File: src/rtl/etai_accumulator.sv
// etai_accumulator: burst accumulator using ETA-I approximate addition with saturation
module etai_accumulator #(
  parameter int DATA_W = 8,
  parameter int ACC_W  = 16,
  parameter int BORDER = 2,
  parameter int LEN_W  = 8
) (
  input  logic              clk,
  input  logic              rst,
  input  logic              start,
  input  logic [LEN_W-1:0]  len,
  input  logic              in_valid,
  output logic              in_ready,
  input  logic [DATA_W-1:0] in_data,
  output logic              out_valid,
  input  logic              out_ready,
  output logic [ACC_W-1:0]  out_data,
  output logic              out_overflow
);
  typedef enum logic [1:0] {IDLE, ACCUM, DONE} state_t;
  state_t state, nxt;
  logic [ACC_W-1:0] acc, sum;
  logic [LEN_W-1:0] count;
  logic ovf;
  logic [ACC_W:0] add_r;
  // returns {carry_out, approximate sum}; low region never carries upward
  function automatic logic [ACC_W:0] eta_add(input logic [ACC_W-1:0] a, input logic [ACC_W-1:0] b);
    logic [ACC_W:0] hi;
    logic [ACC_W-1:0] lo;
    logic hit;
    lo = '0;
    hit = 1'b0;
    for (int i = BORDER - 1; i >= 0; i--) begin
      hit = hit | (a[i] & b[i]);
      lo[i] = hit | a[i] | b[i];
    end
    hi = ({1'b0, a} >> BORDER) + ({1'b0, b} >> BORDER);
    return {hi[ACC_W-BORDER], (hi[ACC_W-1:0] << BORDER) | lo};
  endfunction
  assign add_r = eta_add(acc, ACC_W'(in_data));
  assign sum = add_r[ACC_W] ? '1 : add_r[ACC_W-1:0];
  always_ff @(posedge clk) begin
    if (rst) begin
      state <= IDLE;
      acc <= '0;
      count <= '0;
      ovf <= 1'b0;
    end else begin
      state <= nxt;
      if (state == IDLE && start) begin
        acc <= '0;
        ovf <= 1'b0;
        count <= len;
      end else if (state == ACCUM && in_valid) begin
        acc <= sum;
        ovf <= ovf | add_r[ACC_W];
        count <= count - 1'b1;
      end
    end
  end
  always_comb begin
    nxt = state;
    in_ready = state == ACCUM;
    out_valid = state == DONE;
    out_data = out_valid ? acc : '0;
    out_overflow = out_valid & ovf;
    case (state)
      IDLE:    nxt = start ? (len == '0 ? DONE : ACCUM) : IDLE;
      ACCUM:   nxt = (in_valid && count == LEN_W'(1)) ? DONE : ACCUM;
      DONE:    nxt = out_ready ? IDLE : DONE;
      default: nxt = IDLE;
    endcase
  end
endmodule

File: config.mk
export PLATFORM = sky130hd
export DESIGN_NAME = etai_accumulator
export DESIGN_NICKNAME = d
export VERILOG_FILES = /design/src/rtl/etai_accumulator.sv
export SDC_FILE = /design/constraint.sdc
export NUM_CORES = 1
export LEC_CHECK = 0
export BUFFER_PORTS_ARGS = -buffer_cell sky130_fd_sc_hd__buf_2
export CORE_MARGIN = 2
export CORE_UTILIZATION = 43
export CTS_CLUSTER_SIZE = 30
export DETAILED_ROUTE_END_ITERATION = 16
export GPL_TIMING_DRIVEN = 0
export PLACE_DENSITY = 0.77
export SLEW_MARGIN = 20
export SYNTH_ARGS = -nofsm -noshare
export SYNTH_HDL_FRONTEND = slang
export SYNTH_SLANG_ARGS = --single-unit
File: constraint.sdc
create_clock -name clk -period 4.3 [get_ports clk]
set_clock_uncertainty 0.05 [all_clocks]
set_input_delay 0.215 -clock clk [delete_from_list [all_inputs] [get_ports clk]]
set_output_delay 0.215 -clock clk [all_outputs]
set_load 0.03 [all_outputs]
==> results of run 1 <==
[worst reg2reg max path, cell delays in order, from the launching register on]
cell      delay, ns
dfxtp_1        0.33
ha_1           0.21
fa_1           0.41
a21o_1         0.24
a221oi_4       0.36
nand3b_1       0.25
and2_4         0.20
a31oi_1        0.08
[cells by family (layout without fill, tap and decap cells)]
logic type               count (synthesis)  count (layout)  synth area share, %
adder cells (fa/ha/maj)                  9               9                7.064
AND/OR/NAND/NOR                         74              74                25.75
multiplexers                             1               1               0.6622
buffers and inverters                   15              58                4.488
flip-flops                              27              27                31.79
AO/OA/AOI/OAI                           64              64                28.18
XOR/XNOR                                 4               4                2.061
[cell type report]
class,instances,area [um2]
Inverter,6,22.52
Buffer,9,53.80
Tap cell,48,60.06
Sequential cell,27,540.5
Timing Repair Buffer,39,195.2
Multi-Input combinational cell,152,1084
Clock inverter,1,5.005
Clock buffer,3,41.29
Fill cell,387,1742
[per-stage QoR]
step / utilization [%] / hold WS [ns]
floorplan: - / 0.3197
global placement: 52.24 / 0.3922
detailed placement: 52.24 / 0.4044
CTS: 53.48 / 0.1570
global route: 53.48 / 0.1795
finish: 53.48 / 0.1509
[power by group]
group / switching [mW] / total, mW / internal (mW)
Clock: 0.0809 / 0.146 / 0.0649
Combinational: 0.0620 / 0.112 / 0.0499
Sequential: 0.0108 / 0.272 / 0.261
Total: 0.154 / 0.529 / 0.376
[worst paths after layout]
path | from | end | cells past startpoint
hold / removal | len[0] | count[0]$_SDFFE_PP0P_ | 3
setup reg to reg | acc[2]$_SDFFE_PP0P_ | acc[13]$_SDFFE_PP0P_ | 7
hold reg to reg | ovf$_SDFFE_PP0P_ | ovf$_SDFFE_PP0P_ | 2
setup / recovery | acc[2]$_SDFFE_PP0P_ | acc[13]$_SDFFE_PP0P_ | 7
[sequential cells by signal, summed over array words and instances (netlist names)]
signal and flops:
acc 16, count 8, ovf 1, state 2
[synth_stat cells, drive strengths merged, types with 2 or more instances]
master  instances
xor2            2
nand2b          2
xnor2           2
nand4           2
o21ai           8
a21oi          21
dfxtp          27
a22oi           2
and3            2
nand2           4
a221oi          3
a211oi          5
clkbuf          2
and2           16
o221a           6
inv             6
nor2b           2
nor2           25
nor3            8
a31oi           7
nor4            4
nand3           2
ha              8
a21o            3
buf             7
[routing by layer]
metal,global-route usage (%),share of wire [%]
met2,31.25,47
met4,6.122,0.89
met3,3.378,5.8
met1,23.07,46
met5,0,0
[layout by cell type (no fill, tap or decap), drive strengths merged, types with 2 or more instances in the layout]
master	instances
a21o	3
a22oi	2
o221a	6
dfxtp	27
nand2	4
inv	6
a221oi	3
xor2	2
and3	2
nand3	2
a21oi	21
a31oi	7
nand2b	2
nor2	25
clkbuf	5
a211oi	5
o21ai	8
nor4	4
nor2b	2
ha	8
and2	16
buf	46
nand4	2
nor3	8
xnor2	2
==> flow_summary.json, run 1 <==
{
  "synth-async-reset-ratio_pct": 0,
  "tns_ns": 0,
  "cp.required_ns": 4.41,
  "ant_nets": 0,
  "cts_max_level": 1,
  "cp_cell_sequence": "ha_1 -> fa_1 -> a21o_1 -> a221oi_4 -> nand3b_1 -> and2_4 -> a31oi_1",
  "synth_seq_cells": 27,
  "yosys_most_used_dff": "dfxtp_1",
  "grt_start_max_net_pins": 16,
  "start_kind": "register",
  "finalSetupViolCount": 0,
  "path_buf_inv": 0,
  "placed_cell_area_um2": 1956,
  "crit_type": "reg -> reg",
  "synth.distinct_cells": 55,
  "yosysTopAreaCellShare_pct": 31.79,
  "finalPower_mw": 0.5294,
  "drive_gt1_share_pct": 29.54,
  "cts_hold_buf": 0,
  "p_leak_nw": 0.8667,
  "r2r_setup_slack_ns": 2.07,
  "coreArea_um2": 3744,
  "dp_hpwl_mm": 2.870,
  "synth_fp_nets": 224,
  "dpl.cell_count": 281,
  "drv_slew": 0,
  "clock_latency_ns": 0.27,
  "diodes": 0,
  "cts_tree": "done",
  "critPathSlowestCell": "fa_1",
  "wire_per_inst_um": 13.47,
  "path_max_fanout": 5,
  "max_cap_viol_count": 0,
  "rsz0062_at_grt": "no",
  "port_buffers": 39,
  "grtUsageTotal_pct": 18.32,
  "firstDrtPassIters": 6,
  "arrival_ns": 2.34,
  "synth-seq-area-share_pct": 31.79,
  "synth_edf_count": 0,
  "avgSynthCellArea_um2": 8.765,
  "gp_congestion": 0.8549,
  "die_y_um": 66.89,
  "grt_pass1_vias": 1441,
  "die_area_um2": 4474,
  "synth.cell_area_um2": 1700,
  "synthToLayoutAreaGrowth_pct": 17.73,
  "max_stage_delay_ns": 0.41,
  "drcViolationCount": 0,
  "max-clock-path-buffers": 2,
  "fmax_mhz": 448.0,
  "powerDensity_nw_per_um2": 264.5,
  "final_nets": 268,
  "post-place-ws_ns": 2.056,
  "path_clk_slew_ns": 0.10,
  "rows": 22,
  "tightest_slew_ns": 0.5755,
  "antenna_found_initial": 0,
  "clock-sinks": 27,
  "dr.first_iter.drc_count": 116,
  "grt_pass1_wl_mm": 6.348,
  "finalInstanceArea_um2": 2002,
  "synth_cells": 194,
  "hold_class": "in -> reg",
  "yosysTopAreaCell": "dfxtp_1",
  "period_minus_slack_ns": 2.232,
  "hold_viol": 0,
  "setup_slack_ns": 2.068,
  "drt-vias-per-instance": 5.611,
  "max_slew_margin_pct": 61.55,
  "wl_mm": 3.839,
  "synth_area_leaders": "dfxtp_1 32%, a21oi_1 6.2%, ha_1 5.9%, and2_1 5.5%, nor2_1 5.1%",
  "status": "finished, final reports clean",
  "finalCritPeriodShare_pct": 51.92,
  "ir_drop_v": 0.0001294,
  "cts_setup_buffers": 0,
  "via_count": 1599,
  "clockRootBuffer": "clkbuf_8",
  "io_pins": 40,
  "layoutNonFillerInstCount": 285,
  "grt-ovfl-total": 0,
  "end_kind": "register",
  "crit_family": "compound AO/OA/AOI/OAI gates",
  "post_cts_resized": 0,
  "die_x_um": 66.89,
  "cts_buffers": 3,
  "ys_warn_count": 0,
  "start_util_pct": 45.42
}
Power figures use the tool's default switching activity.
==> run 2: changes to the inputs <==
--- a/config.mk
+++ b/config.mk
@@ -11,7 +11,7 @@
 export CTS_CLUSTER_SIZE = 30
 export DETAILED_ROUTE_END_ITERATION = 16
 export GPL_TIMING_DRIVEN = 0
-export PLACE_DENSITY = 0.77
+export PLACE_DENSITY = 0.8
 export SLEW_MARGIN = 20
 export SYNTH_ARGS = -nofsm -noshare
 export SYNTH_HDL_FRONTEND = slang
==> constraint.sdc (replaced) <==
create_clock -name clk -period 1.95 [get_ports clk]
set_clock_uncertainty 0.05 [all_clocks]
set_input_delay 0.0975 -clock clk [delete_from_list [all_inputs] [get_ports clk]]
set_output_delay 0.0975 -clock clk [all_outputs]
set_load 0.03 [all_outputs]
==> run 2 against run 1 <==
The run now ends with negative setup slack left. Core utilization is 2.3 points higher. Register-to-register slack got worse by 2.1 ns. Critical path type unchanged. Combinational power up 130%.
==> flow_summary.json, run 2 (synthesis gave the netlist of run 1 again) <==
{
  "status": "complete, but fails checks",
  "failed_checks": "negative setup slack",
  "ir_drop_v": 0.0004581,
  "grt-ovfl-total": 0,
  "finalSetupViolCount": 1,
  "seq_area_um2": 541.8,
  "final_cell_mix": "43 x buf_2, 26 x dfxtp_1, 21 x nor2_1, 21 x a21oi_1, 15 x and2_1",
  "pwr-share-seq_pct": 50.8,
  "path_max_fanout": 3,
  "via_count": 1636,
  "arrival_ns": 2.13,
  "drv_slew": 0,
  "clock-sinks": 27,
  "drive_gt1_share_pct": 34.71,
  "max_cap_viol_count": 0,
  "grt_start_max_net_pins": 15,
  "hold_viol": 0,
  "tns_ns": -0.007191,
  "r2r_cells": 8,
  "crit_type": "reg -> reg",
  "multi_input_area_um2": 1130,
  "drcViolationCount": 0,
  "reg2reg_to": "acc[12]$_SDFFE_PP0P_",
  "max_slew_margin_pct": 65.77,
  "firstDrtPassIters": 5,
  "finalCritPeriodShare_pct": 100.4,
  "power_frac_comb_pct": 22.0,
  "dp_hpwl_mm": 2.871,
  "rsz0062_at_grt": "yes",
  "start_util_pct": 45.42,
  "wl_mm": 4.017,
  "end_kind": "register",
  "finalPower_mw": 1.183,
  "num-fill-cells": 355,
  "swShare_pct": 29.07,
  "rows": 22,
  "die_area_um2": 4474,
  "die_x_um": 66.89,
  "switchingPower_mw": 0.3439,
  "path_clk_slew_ns": 0.09,
  "clock_latency_ns": 0.28,
  "r2r-start": "acc[2]$_SDFFE_PP0P_",
  "hold_start": "len[0]",
  "cp.required_ns": 2.13,
  "min_delay_path_depth": 3,
  "setup_slack_ns": -0.007191,
  "wire_per_inst_um": 13.85,
  "mostFrequentLayoutCell": "buf_2",
  "holdPathEnd": "count[0]$_SDFFE_PP0P_",
  "hold_class": "in -> reg",
  "io_pins": 40,
  "port_buffers": 39,
  "p_clk_share_pct": 27.3,
  "die_y_um": 66.89,
  "r2r_setup_slack_ns": -0.007,
  "final_nets": 273,
  "p_leak_nw": 0.8974,
  "grt_pass1_vias": 1578,
  "cts_max_level": 1,
  "grt_pass1_wl_mm": 6.975,
  "coreArea_um2": 3744,
  "grtUsageTotal_pct": 20.33,
  "gp_congestion": 0.8242,
  "period_minus_slack_ns": 1.957,
  "diodes": 0,
  "antenna_found_initial": 0,
  "cts_buffers": 3,
  "power_report.internal_total_mw": 0.8390,
  "reg_top3": "acc x16, count x8, state x2",
  "largest_register": "acc",
  "cts_tree": "done",
  "clockRootBuffer": "clkbuf_8",
  "start_kind": "register",
  "dr.first_iter.drc_count": 85,
  "max-clock-path-buffers": 2,
  "synthToLayoutAreaGrowth_pct": 22.88,
  "drt-vias-per-instance": 5.641,
  "cp-startpoint": "acc[2]$_SDFFE_PP0P_",
  "fmax_mhz": 510.9,
  "ant_nets": 0,
  "tightest_slew_ns": 0.5116,
  "largest_register_ffs": 16,
  "powerDensity_nw_per_um2": 566.1
}
==> run 2: power groups by stage <==
| stage | Sequential [mW] | Combinational, mW | Clock [mW] |
|---|---|---|---|
| 3_3_place_gp | 0.612 | 0.244 | 0 |
| 6_report | 0.601 | 0.260 | 0.322 |
| 4_1_cts | 0.600 | 0.258 | 0.340 |
| 2_1_floorplan | 0.607 | 0.185 | 0 |
| 5_1_grt | 0.604 | 0.289 | 0.358 |
| 3_5_place_dp | 0.612 | 0.248 | 0 |
==> run 2: worst max-delay path by stage <==
stage | depth (start not counted) | end | slack, ns
2_1_floorplan | 7 | acc[13]$_SDFFE_PP0P_ | -0.02
3_3_place_gp | 7 | acc[13]$_SDFFE_PP0P_ | -0.17
3_5_place_dp | 7 | acc[13]$_SDFFE_PP0P_ | -0.17
4_1_cts | 8 | acc[12]$_SDFFE_PP0P_ | -0.01
5_1_grt | 8 | acc[12]$_SDFFE_PP0P_ | -0.11
6_report | 8 | acc[12]$_SDFFE_PP0P_ | -0.007
==> run 2: stage by stage <==
step / hold slack, ns / util [%] / instance area (um2) / setup slack (ns) / cells
5_1_grt: 0.03274 / 55.82 / 2090 / -0.1096 / 290
6_report: 0.03279 / 55.82 / 2090 / -0.007191 / 290
3_5_place_dp: 0.3231 / 52.67 / 1972 / -0.1657 / 281
2_1_floorplan: 0.2022 / - / 1717 / -0.02114 / 194
4_1_cts: 0.02686 / 55.51 / 2078 / -0.009844 / 291
3_3_place_gp: 0.3130 / 52.67 / 1972 / -0.1662 / 281
==> run 2: layout make-up <==
type | count | area share (%)
flip-flops and latches | 27 | 25.93
clock buffers | 4 | 2.156
multi-input cells | 152 | 54.07
well taps | 48 | 2.874
repair buffers | 45 | 11.50
inverters | 6 | 1.078
plain buffers | 8 | 2.395
==> run 2: repair_timing <==
| item | CTS | global route |
|---|---|---|
| hold buffers | 0 | 0 |
| buffers inserted | 6 | 0 |
| endpoints found under the hold margin | 0 | 0 |
| endpoints found under the setup margin | 26 | 21 |
| pin swaps | 7 | 7 |
| gates resized for setup | 4 | 4 |
==> run 2: metal layers <==
metal  up-vias  track usage, %  share of wire [%]
li1        821               -                  -
met1       749           25.31                 45
met2        59           33.38                 47
met3         7           4.899                6.3
met4         0           8.418                1.4
met5         -               0                  0
==> run 2: critical path, stage by stage (launching register included) <==
cell and delay (ns):
dfxtp_2 0.34, ha_4 0.16, fa_2 0.33, a21o_1 0.20
a221oi_4 0.25, buf_4 0.16, nor3_2 0.04, mux2_4 0.32
nor2_4 0.07
